### config.mk
export PLATFORM = sky130hd
export DESIGN_NAME = mux3_1_a
export DESIGN_NICKNAME = d
export VERILOG_FILES = /design/src/rtl/mux3_1_a_pkg.sv /design/src/rtl/mux3_1_a_onehot3_chk.sv /design/src/rtl/mux3_1_a.sv
export SDC_FILE = /design/constraint.sdc
export NUM_CORES = 1
export LEC_CHECK = 0
export ABC_AREA = 1
export CAP_MARGIN = 10
export CORE_UTILIZATION = 42
export DETAILED_ROUTE_END_ITERATION = 8
export PLACE_DENSITY_LB_ADDON = 0.3
export SLEW_MARGIN = 10
export SYNTH_ARGS = -nofsm -noshare
export SYNTH_HDL_FRONTEND = slang
export SYNTH_HIERARCHICAL = 1
export SYNTH_SLANG_ARGS = --single-unit
### constraint.sdc
create_clock -name clk -period 1.4 [get_ports clk]
set_clock_uncertainty 0.15 [all_clocks]
set_input_delay 0.28 -clock clk [delete_from_list [all_inputs] [get_ports clk]]
set_output_delay 0.28 -clock clk [all_outputs]
set_load 0.01 [all_outputs]
### src/rtl/mux3_1_a_pkg.sv
// Shared definitions for the one-hot 3:1 mux slice: select encodings.
package mux3_1_a_pkg;

  typedef logic [2:0] sel_t;

  localparam sel_t SEL_A = 3'b001;
  localparam sel_t SEL_B = 3'b010;
  localparam sel_t SEL_C = 3'b100;

endpackage

### src/rtl/mux3_1_a_onehot3_chk.sv
// One-hot checker for a 3-bit select: valid only for the three legal codes.
module onehot3_chk
  import mux3_1_a_pkg::*;
(
  input  logic [2:0] sl,
  output logic       valid
);

  // Exact match against the legal encodings; 000 and multi-bit codes fail.
  always_comb begin
    valid = (sl == SEL_A) || (sl == SEL_B) || (sl == SEL_C);
  end

endmodule

### src/rtl/mux3_1_a.sv
// 3:1 one-hot mux with registered copy, select-error flag, sticky error
// and saturating error counter.
module mux3_1_a
  import mux3_1_a_pkg::*;
#(
  parameter int unsigned WIDTH = 1,
  parameter int unsigned CNT_W = 8
) (
  input  logic             clk,
  input  logic             rst,
  input  logic [2:0]       sl,
  input  logic [WIDTH-1:0] a,
  input  logic [WIDTH-1:0] b,
  input  logic [WIDTH-1:0] c,
  output logic [WIDTH-1:0] out,
  output logic [WIDTH-1:0] out_q,
  output logic             sel_err,
  output logic             err_stk,
  output logic [CNT_W-1:0] err_cnt
);

  logic sl_valid;

  onehot3_chk u_chk (
    .sl    (sl),
    .valid (sl_valid)
  );

  // Select-error flag straight from the one-hot check.
  always_comb begin
    sel_err = ~sl_valid;
  end

  // Decode-style mux; any illegal code falls through to zero, no priority.
  always_comb begin
    case (sl)
      SEL_A:   out = a;
      SEL_B:   out = b;
      SEL_C:   out = c;
      default: out = '0;
    endcase
  end

  // Registered copy, sticky error and saturating counter; async clear.
  always_ff @(posedge clk or posedge rst) begin
    if (rst) begin
      out_q   <= '0;
      err_stk <= 1'b0;
      err_cnt <= '0;
    end else begin
      out_q   <= out;
      err_stk <= err_stk | sel_err;
      if (sel_err && (err_cnt != '1)) begin
        err_cnt <= err_cnt + CNT_W'(1);
      end
    end
  end

endmodule

==> results of run 1 <==
## area by class of cell
| class | instances | share of cell area [%] |
|---|---|---|
| multi-input combinational | 57 | 34.1 |
| tap | 15 | 2.04 |
| clock buffer | 3 | 2.45 |
| inverter | 16 | 6.79 |
| timing repair buffer | 31 | 27.4 |
| sequential | 10 | 27.2 |
## flip-flops by register name, indices dropped and copies added, names as in the netlist
name,flops
err_cnt,8
err_stk,1
out_q,1
## where the power goes
group | internal [W] | switching [W] | total, W
clock network | 0.0000991 | 0.0000963 | 0.000195
logic | 0.000335 | 0.000363 | 0.000699
registers | 0.000376 | 0.0000451 | 0.000421
## cell families after synthesis
family                   Yosys count  synth area share [%]
flip-flops                        10                  41.2
adder cells (fa/ha/maj)            1                  2.06
AO/OA/AOI/OAI                      5                  4.32
AND/OR/NAND/NOR                   49                  39.3
buffers and inverters             16                  10.3
XOR/XNOR                           2                  2.88
## synthesized netlist by cell type
cell	instances
sky130_fd_sc_hd__dfrtp_1	10
sky130_fd_sc_hd__ha_1	1
sky130_fd_sc_hd__inv_1	14
sky130_fd_sc_hd__inv_2	1
sky130_fd_sc_hd__inv_4	1
sky130_fd_sc_hd__nand2_1	28
sky130_fd_sc_hd__nand2_2	3
sky130_fd_sc_hd__nand2_4	1
sky130_fd_sc_hd__nand3_1	7
sky130_fd_sc_hd__nand3_2	1
sky130_fd_sc_hd__nand4_1	1
sky130_fd_sc_hd__nor2_1	3
sky130_fd_sc_hd__nor2_2	2
sky130_fd_sc_hd__nor2_4	2
sky130_fd_sc_hd__o21ai_0	3
sky130_fd_sc_hd__o21ai_1	1
sky130_fd_sc_hd__o22ai_1	1
sky130_fd_sc_hd__or2_2	1
sky130_fd_sc_hd__xnor2_1	1
sky130_fd_sc_hd__xor2_1	1
## repair_timing
| action | in CTS | in global routing |
|---|---|---|
| setup buffers | 0 | 1 |
| resized for setup | 26 | 13 |
| pin swaps | 0 | 2 |
| endpoints found under the setup margin | 21 | 10 |
## through the flow
stage,utilization [%],TNS (ns),hold WS [ns]
floorplan,-,0,-0.0298
global placement,68.3,-4.40,0.309
detailed placement,68.3,-4.60,0.308
CTS,68.9,-0.221,0.159
global route,69.9,0,0.174
finish,69.9,0,0.136
## worst max-delay path by stage
stage	from	end
final	err_cnt[2]	err_cnt[2]
after global routing	err_cnt[0]	err_cnt[5]
after CTS	b	out
after detailed placement	sl[0]	out
after global placement	sl[0]	out
after floorplan	err_cnt[0]	err_cnt[3]
## routing by layer
layer,vias up,GRT usage (%),part of all wire [%]
met5,-,0,0
met4,0,12.9,2.7
met3,5,3.33,3.6
met2,17,34.7,48
met1,273,21.6,45
li1,323,-,-
==> flow_results.org, run 1 <==
** Setup path
- The worst register-to-register path begins at err_cnt[1].
- The number of buffers and inverters on the critical path is 1.
- Crit-path max FO :: 2
- Slowest-stage cell, CP :: sky130_fd_sc_hd__dfrtp_1
- STA puts the critical path data required time at 0.97 ns.
- Broken down by cell family, the worst path's largest delay share belongs to flip-flops.
- For the worst flop-to-flop path, the logic depth is 8.
- The worst setup path is launched from a flip-flop.
- Element type at the critical path end :: output pin
- CP peak stage delay :: 0.37 ns
- List of cells traversed by the critical path :: dlygate4sd2_1
- The worst setup path is of the reg2out kind.
- In this run the number of cells on the critical path is 1.
- Setup slack of the most critical reg-to-reg path :: 0.07 ns
- Data on the critical path arrives at its endpoint at 0.92 ns.
- The endpoint identified for the worst register-to-register timing path is err_cnt[5].

** Placement
- Placed cell count :: 128
- Half-perimeter wire length of the detailed placement result :: 1.04 mm
- I/O Buffers :: 19
- At the end of routability-driven placement, the weighted congestion stood at 0.761.
- Placed Area :: 900 µm²
- Setup slack at placement :: -0.684 ns

** STA
- Setup repair after global routing left no endpoint under its margin.
- Slew at the pin closest to its max-slew limit :: 0.391 ns
- Headroom to the max-slew limit :: 73.9%
- The routed design could run at a clock period as short as 1.35 ns.
- The final critical path takes up 96.8% of the cycle.
- Setup violations remaining at the end of the flow were counted as 0.
- The number of hold violations in the final report came to 0.
- Setup slack of the critical path after layout :: 0.0454 ns
- The count of final max-slew check failures is 0.
- Derived from the worst setup path, the maximum achievable clock frequency is 0.738 GHz.

** Clock network
- TritonCTS built the clock tree.
- Cts bufs inserted :: 3
- For this design, the CTS-stage hold fixing added 0 buffers.
- Sink Count :: 10
- Longest Clk Path Bufs :: 2
- Clock latency on the worst-skew pair :: 0.27 ns
- H-tree lvl count :: 1
- Root buffer selected by CTS :: sky130_fd_sc_hd__clkbuf_4
- Clock-pin slew was measured on the worst setup and hold paths at 0.07 ns.

** Die
- Core footprint :: 1320 µm²
- Row generation in the floorplan step produced 13 rows.
- 20 I/O pins were placed.
- Die ar. :: 1600 µm²
- Vertical die dimension :: 40.1 µm
- Initial core utilization :: 46.2%
- The die is 40.1 µm wide.

** Global route
- The first global-routing pass estimated 1.99 mm of wire.
- Antenna violations before repair :: 0
- Summed over all layers, the global routing overflow is 0.
- Number of global-route vias before repair :: 504
- In the global route stage, overall resource usage came out at 19.8%.
- Entering global routing, the biggest net connects 11 pins.

** Run
- # Max-Cap Violations :: 0

** Logic synthesis
- Synth top area share :: 41.2%
- Syn. warnings :: 6
- Net Count, Synth :: 92
- Instance count of the mapped netlist :: 83
- The synthesized design contains 10 register bits.
- sky130_fd_sc_hd__dfrtp_1 takes more of the synthesized area than any other cell.
- Post-synthesis instance area :: 608 µm²
- Largest cells by area after synthesis :: sky130_fd_sc_hd__dfrtp_1 41%, sky130_fd_sc_hd__nand2_1 17%, sky130_fd_sc_hd__inv_1 8.6%
- Count of unique library cells instantiated by Yosys :: 20
- Averaged over all synthesized cells, the footprint is 7.33 µm².
- Register area share after synthesis :: 41.2%

** Finish
- After the flow finishes, the layout carries non-filler instances totaling 132.
- Most common cell after layout, fill and taps aside :: sky130_fd_sc_hd__nand2_1
- Area growth from synthesis to layout :: 51.4%
- Fill cells :: 118
- The multi-input combinational cells in the finished layout cover a total of 314 µm².
- Layout cells sized above 1 :: 30.8%
- Post-layout net count :: 128
- Leaving out fill and tap cells, the most frequent cells in the layout are 28 x sky130_fd_sc_hd__nand2_1, 14 x sky130_fd_sc_hd__inv_1, 12 x sky130_fd_sc_hd__buf_4, 10 x sky130_fd_sc_hd__dfrtp_1, 8 x sky130_fd_sc_hd__dlygate4sd2_1.
- Register area :: 250 µm²
- Area of all placed cells without fillers :: 921 µm²
- Antenna fix cells :: 0

** Routing
- Post-DR wirelength/cell :: 9.95 µm
- Once detail routing completed, the nets flagged for antenna violations numbered 0.
- Vias after detailed routing :: 618
- Detail-routed via count per cell :: 4.68
- In this run, the number of DRC markers left after iteration 0 of detailed routing was 9.
- The first detailed-routing pass took 2 iterations.
- Final routed DRC violation total :: 0
- After detailed routing, the total wire length is 1.31 mm.

** Pwr
- Pwr dens :: 1430 nW/µm²
- The design draws 0.00132 W.
- VDD sags by at most 0.00108 V.
- Leakage power summed over all cells :: 0.524 nW

** Outcome
- Status :: completed

** Worst hold path
- Hold Path Class :: in2async
No activity file was read; power rests on OpenSTA's default activity.
==> run 2: changes to the inputs <==
--- a/config.mk
+++ b/config.mk
@@ -9,6 +9,7 @@
 export CAP_MARGIN = 10
 export CORE_UTILIZATION = 42
 export DETAILED_ROUTE_END_ITERATION = 8
+export DONT_BUFFER_PORTS = 1
 export PLACE_DENSITY_LB_ADDON = 0.3
 export SLEW_MARGIN = 10
 export SYNTH_ARGS = -nofsm -noshare
==> flow_results.org, run 2 (synthesis gave the netlist of run 1 again) <==
** Outcome
- Status :: completed (unchanged)

** Die
- The area of the die was 1600 µm² (unchanged).
- I/O pin count :: 20 (unchanged)
- Initial core utilization :: 46.2% (unchanged)
- Core footprint :: 1320 µm² (unchanged)
- The die boundary height was 40.1 µm (unchanged).
- Die W :: 40.1 µm (unchanged)
- The number of core rows is 13 (unchanged).

** STA
- Period utilization :: 96.4% (was 96.8%)
- The actual transition at the worst max-transition pin is 0.387 ns (was 0.391 ns).
- The count of final max-slew check failures was 0 (unchanged).
- Number of endpoints with negative hold slack in the final report :: 0 (unchanged)
- The fmax was 0.741 GHz (was 0.738 GHz).
- Setup violators final :: 0 (unchanged)
- The final setup TNS was 0 ns (unchanged).
- Headroom to the max-slew limit :: 74.2% (was 73.9%)
- The final hold slack was 0.0911 ns (was 0.136 ns).
- Time the final worst path needs with I/O delays and setup :: 1.35 ns (about the same)

** Setup path
- The endpoint kind of the worst setup timing path is a flip-flop (was output pin).
- The required time of the critical path came to 1.39 ns (was 0.97 ns).
- Crit-path max FO :: 7 (was 2)
- The worst path arrival time was 1.34 ns (was 0.92 ns).
- Crit Path Category :: reg2reg (was reg2out)
- Category of the worst setup path launch point :: flip-flop (unchanged)

** Pwr
- Worst-case vdd ir drop :: 0.000931 V (was 0.00108 V)
- The ratio of total power to cell area was 1700 nW/µm² (was 1430 nW/µm²).
- PnR Total Power :: 0.00128 W (was 0.00132 W)
- The leakage power of the design was 0.389 nW (was 0.524 nW).

** Clock network
- The clock latency on the worst-skew pair was 0.26 ns (was 0.27 ns).
- The number of buffers inserted to repair setup after CTS was 0 (unchanged).
- The clock tree from TritonCTS is done (unchanged).
- The clock transition time at the flip-flop clock pins of the worst setup and hold paths came to 0.07 ns (about the same).
- The number of H-tree levels came to 1 (unchanged).
- The TritonCTS buffer count was 3 (unchanged).
- The number of clock sinks seen by CTS is 10 (unchanged).
- Longest Clk Path Bufs :: 2 (unchanged)
- The root cell of the clock tree is sky130_fd_sc_hd__clkbuf_4 (unchanged).

** Finish
- The number of cells in the finished layout apart from fillers is 110 (was 132).
- Final Core Density :: 57.1% (was 69.9%)
- The fraction of layout cells with a size suffix above 1 came to 26.3% (was 30.8%).
- Max reg flops :: 8 (unchanged)
- Area growth from synthesis to layout :: 23.7% (was 51.4%)
- Fill cells :: 125 (was 118)
- The most flop-heavy register is err_cnt (unchanged).
- Most frequent cells in the layout :: 28 x sky130_fd_sc_hd__nand2_1, 14 x sky130_fd_sc_hd__inv_1, 9 x sky130_fd_sc_hd__dfrtp_1, 7 x sky130_fd_sc_hd__nand3_1, 7 x sky130_fd_sc_hd__buf_4 (was 28 x sky130_fd_sc_hd__nand2_1, 14 x sky130_fd_sc_hd__inv_1, 12 x sky130_fd_sc_hd__buf_4, 10 x sky130_fd_sc_hd__dfrtp_1, 8 x sky130_fd_sc_hd__dlygate4sd2_1)
- The most common cell after layout, fill and taps aside is sky130_fd_sc_hd__nand2_1 (unchanged).
- Largest registers: err_cnt: 8 flops, err_stk: 1 flops, out_q: 1 flops (unchanged).
- The number of nets in the layout was 105 (was 128).
- The count of antenna diodes in the layout came to 0 (unchanged).

** Placement
- Placed cell count :: 105 (was 128)
- The routability-driven placement congestion ratio came to 0.696 (was 0.761).
- I/O Buffers :: 0 (was 19)
- The half-perimeter wire length after detailed placement came to 959 µm (was 1.04 mm).

** Routing
- Final routed DRC violation total :: 0 (unchanged)
- Post-DR wirelength/cell :: 11.2 µm (was 9.95 µm)
- Vias after detailed routing :: 546 (was 618)
- The sum of routed wire length over all layers was 1.24 mm (was 1.31 mm).
- Initial DRC Count :: 7 (was 9)
- Detailed-routing iteration count for the pre-antenna-repair pass :: 4 (was 2)
- Routed Antenna Nets :: 0 (unchanged)
- Detail-routed via count per cell :: 4.96 (was 4.68)

** Run
- The max-cap check violation count came to 0 (unchanged).

** Global route
- The global-route total usage across every layer came to 18.1% (was 19.8%).
- Largest net degree at the start of global routing :: 11 (unchanged)
- First-pass GRT wire length :: 1.90 mm (was 1.99 mm)
- The number of global-route vias before repair is 515 (was 504).
- The initial antenna violation count is 0 (unchanged).
- Total gr overflow :: 0 (unchanged)

** Worst hold path
- Hold Path Class :: in2reg (was in2async)
run 2: cell types whose count changed in the layout (fill, tap and decap cells not counted), sizes merged:
cell / delta
buf: -9
clkdlybuf4s15: -2
clkdlybuf4s50: -1
dlygate4sd2: -8
dlygate4sd3: +1
dlymetal6s2s: -3
run 2: where the power goes:
part | switching (W) | internal (W)
clock | 0.000102 | 0.000158
sequential | 0.000120 | 0.000380
combinational | 0.000291 | 0.000225
total | 0.000513 | 0.000762
run 2: final cells by class:
class | instances | area (µm²) | share of cell area (%)
inverters | 16 | 62.6 | 8.32
multi-input cells | 57 | 320 | 42.6
repair buffers | 8 | 62.6 | 8.32
well taps | 15 | 18.8 | 2.50
clock buffers | 4 | 36.3 | 4.83
flip-flops and latches | 10 | 251 | 33.4
run 2: per-stage QoR:
| step | cell area, µm² | setup WS (ns) |
|---|---|---|
| 6_report | 752 | 0.0507 |
| 3_3_place_gp | 679 | 0.0975 |
| 2_1_floorplan | 608 | 0.0391 |
| 4_1_cts | 726 | 0.0627 |
| 3_5_place_dp | 679 | 0.0581 |
| 5_1_grt | 752 | -0.00558 |
run 2: repair_timing:
| action | CTS | global route |
|---|---|---|
| setup endpoints to repair | 0 | 6 |
| gates resized for setup | 0 | 5 |
| hold endpoints to repair | 10 | 0 |
| hold buffers | 1 | 0 |
run 2: layer usage:
layer | wire length, µm | vias up | global-route usage (%)
li1 | - | 276 | -
met1 | 555 | 247 | 21.7
met2 | 610 | 21 | 28.6
met3 | 58 | 2 | 4.44
met4 | 12 | 0 | 12.1
met5 | 0 | - | 0
run 2: path summary, 6_finish.rpt:
| path | from | end | slack, ns | cells after the start |
|---|---|---|---|---|
| min in group asynchronous | rst | out_q | 0.29 | 2 |
| setup reg to reg | err_cnt[0] | err_cnt[2] | 0.05 | 7 |
| hold / removal | c | out_q | 0.09 | 2 |
| hold reg to reg | err_stk | err_stk | 0.40 | 1 |
| setup / recovery | err_cnt[0] | err_cnt[2] | 0.05 | 7 |
| max in group asynchronous | rst | err_cnt[3] | 0.51 | 2 |
run 2: worst max-delay path, cell delays in order, from the launching register on:
cell and delay (ns):
sky130_fd_sc_hd__dfrtp_1 0.42, sky130_fd_sc_hd__ha_4 0.19, sky130_fd_sc_hd__nand3_4 0.10, sky130_fd_sc_hd__inv_2 0.05, sky130_fd_sc_hd__nand2_2 0.07, sky130_fd_sc_hd__nand2_4 0.08
sky130_fd_sc_hd__nand2_1 0.08, sky130_fd_sc_hd__o21ai_0 0.09
==> run 3: changes to the inputs <==
--- a/config.mk
+++ b/config.mk
@@ -16,3 +16,4 @@
 export SYNTH_HDL_FRONTEND = slang
 export SYNTH_HIERARCHICAL = 1
 export SYNTH_SLANG_ARGS = --single-unit
+export TNS_END_PERCENT = 30
==> results of run 3 <==
Same layout as run 2: the final DEF is identical, and so are final timing and power.
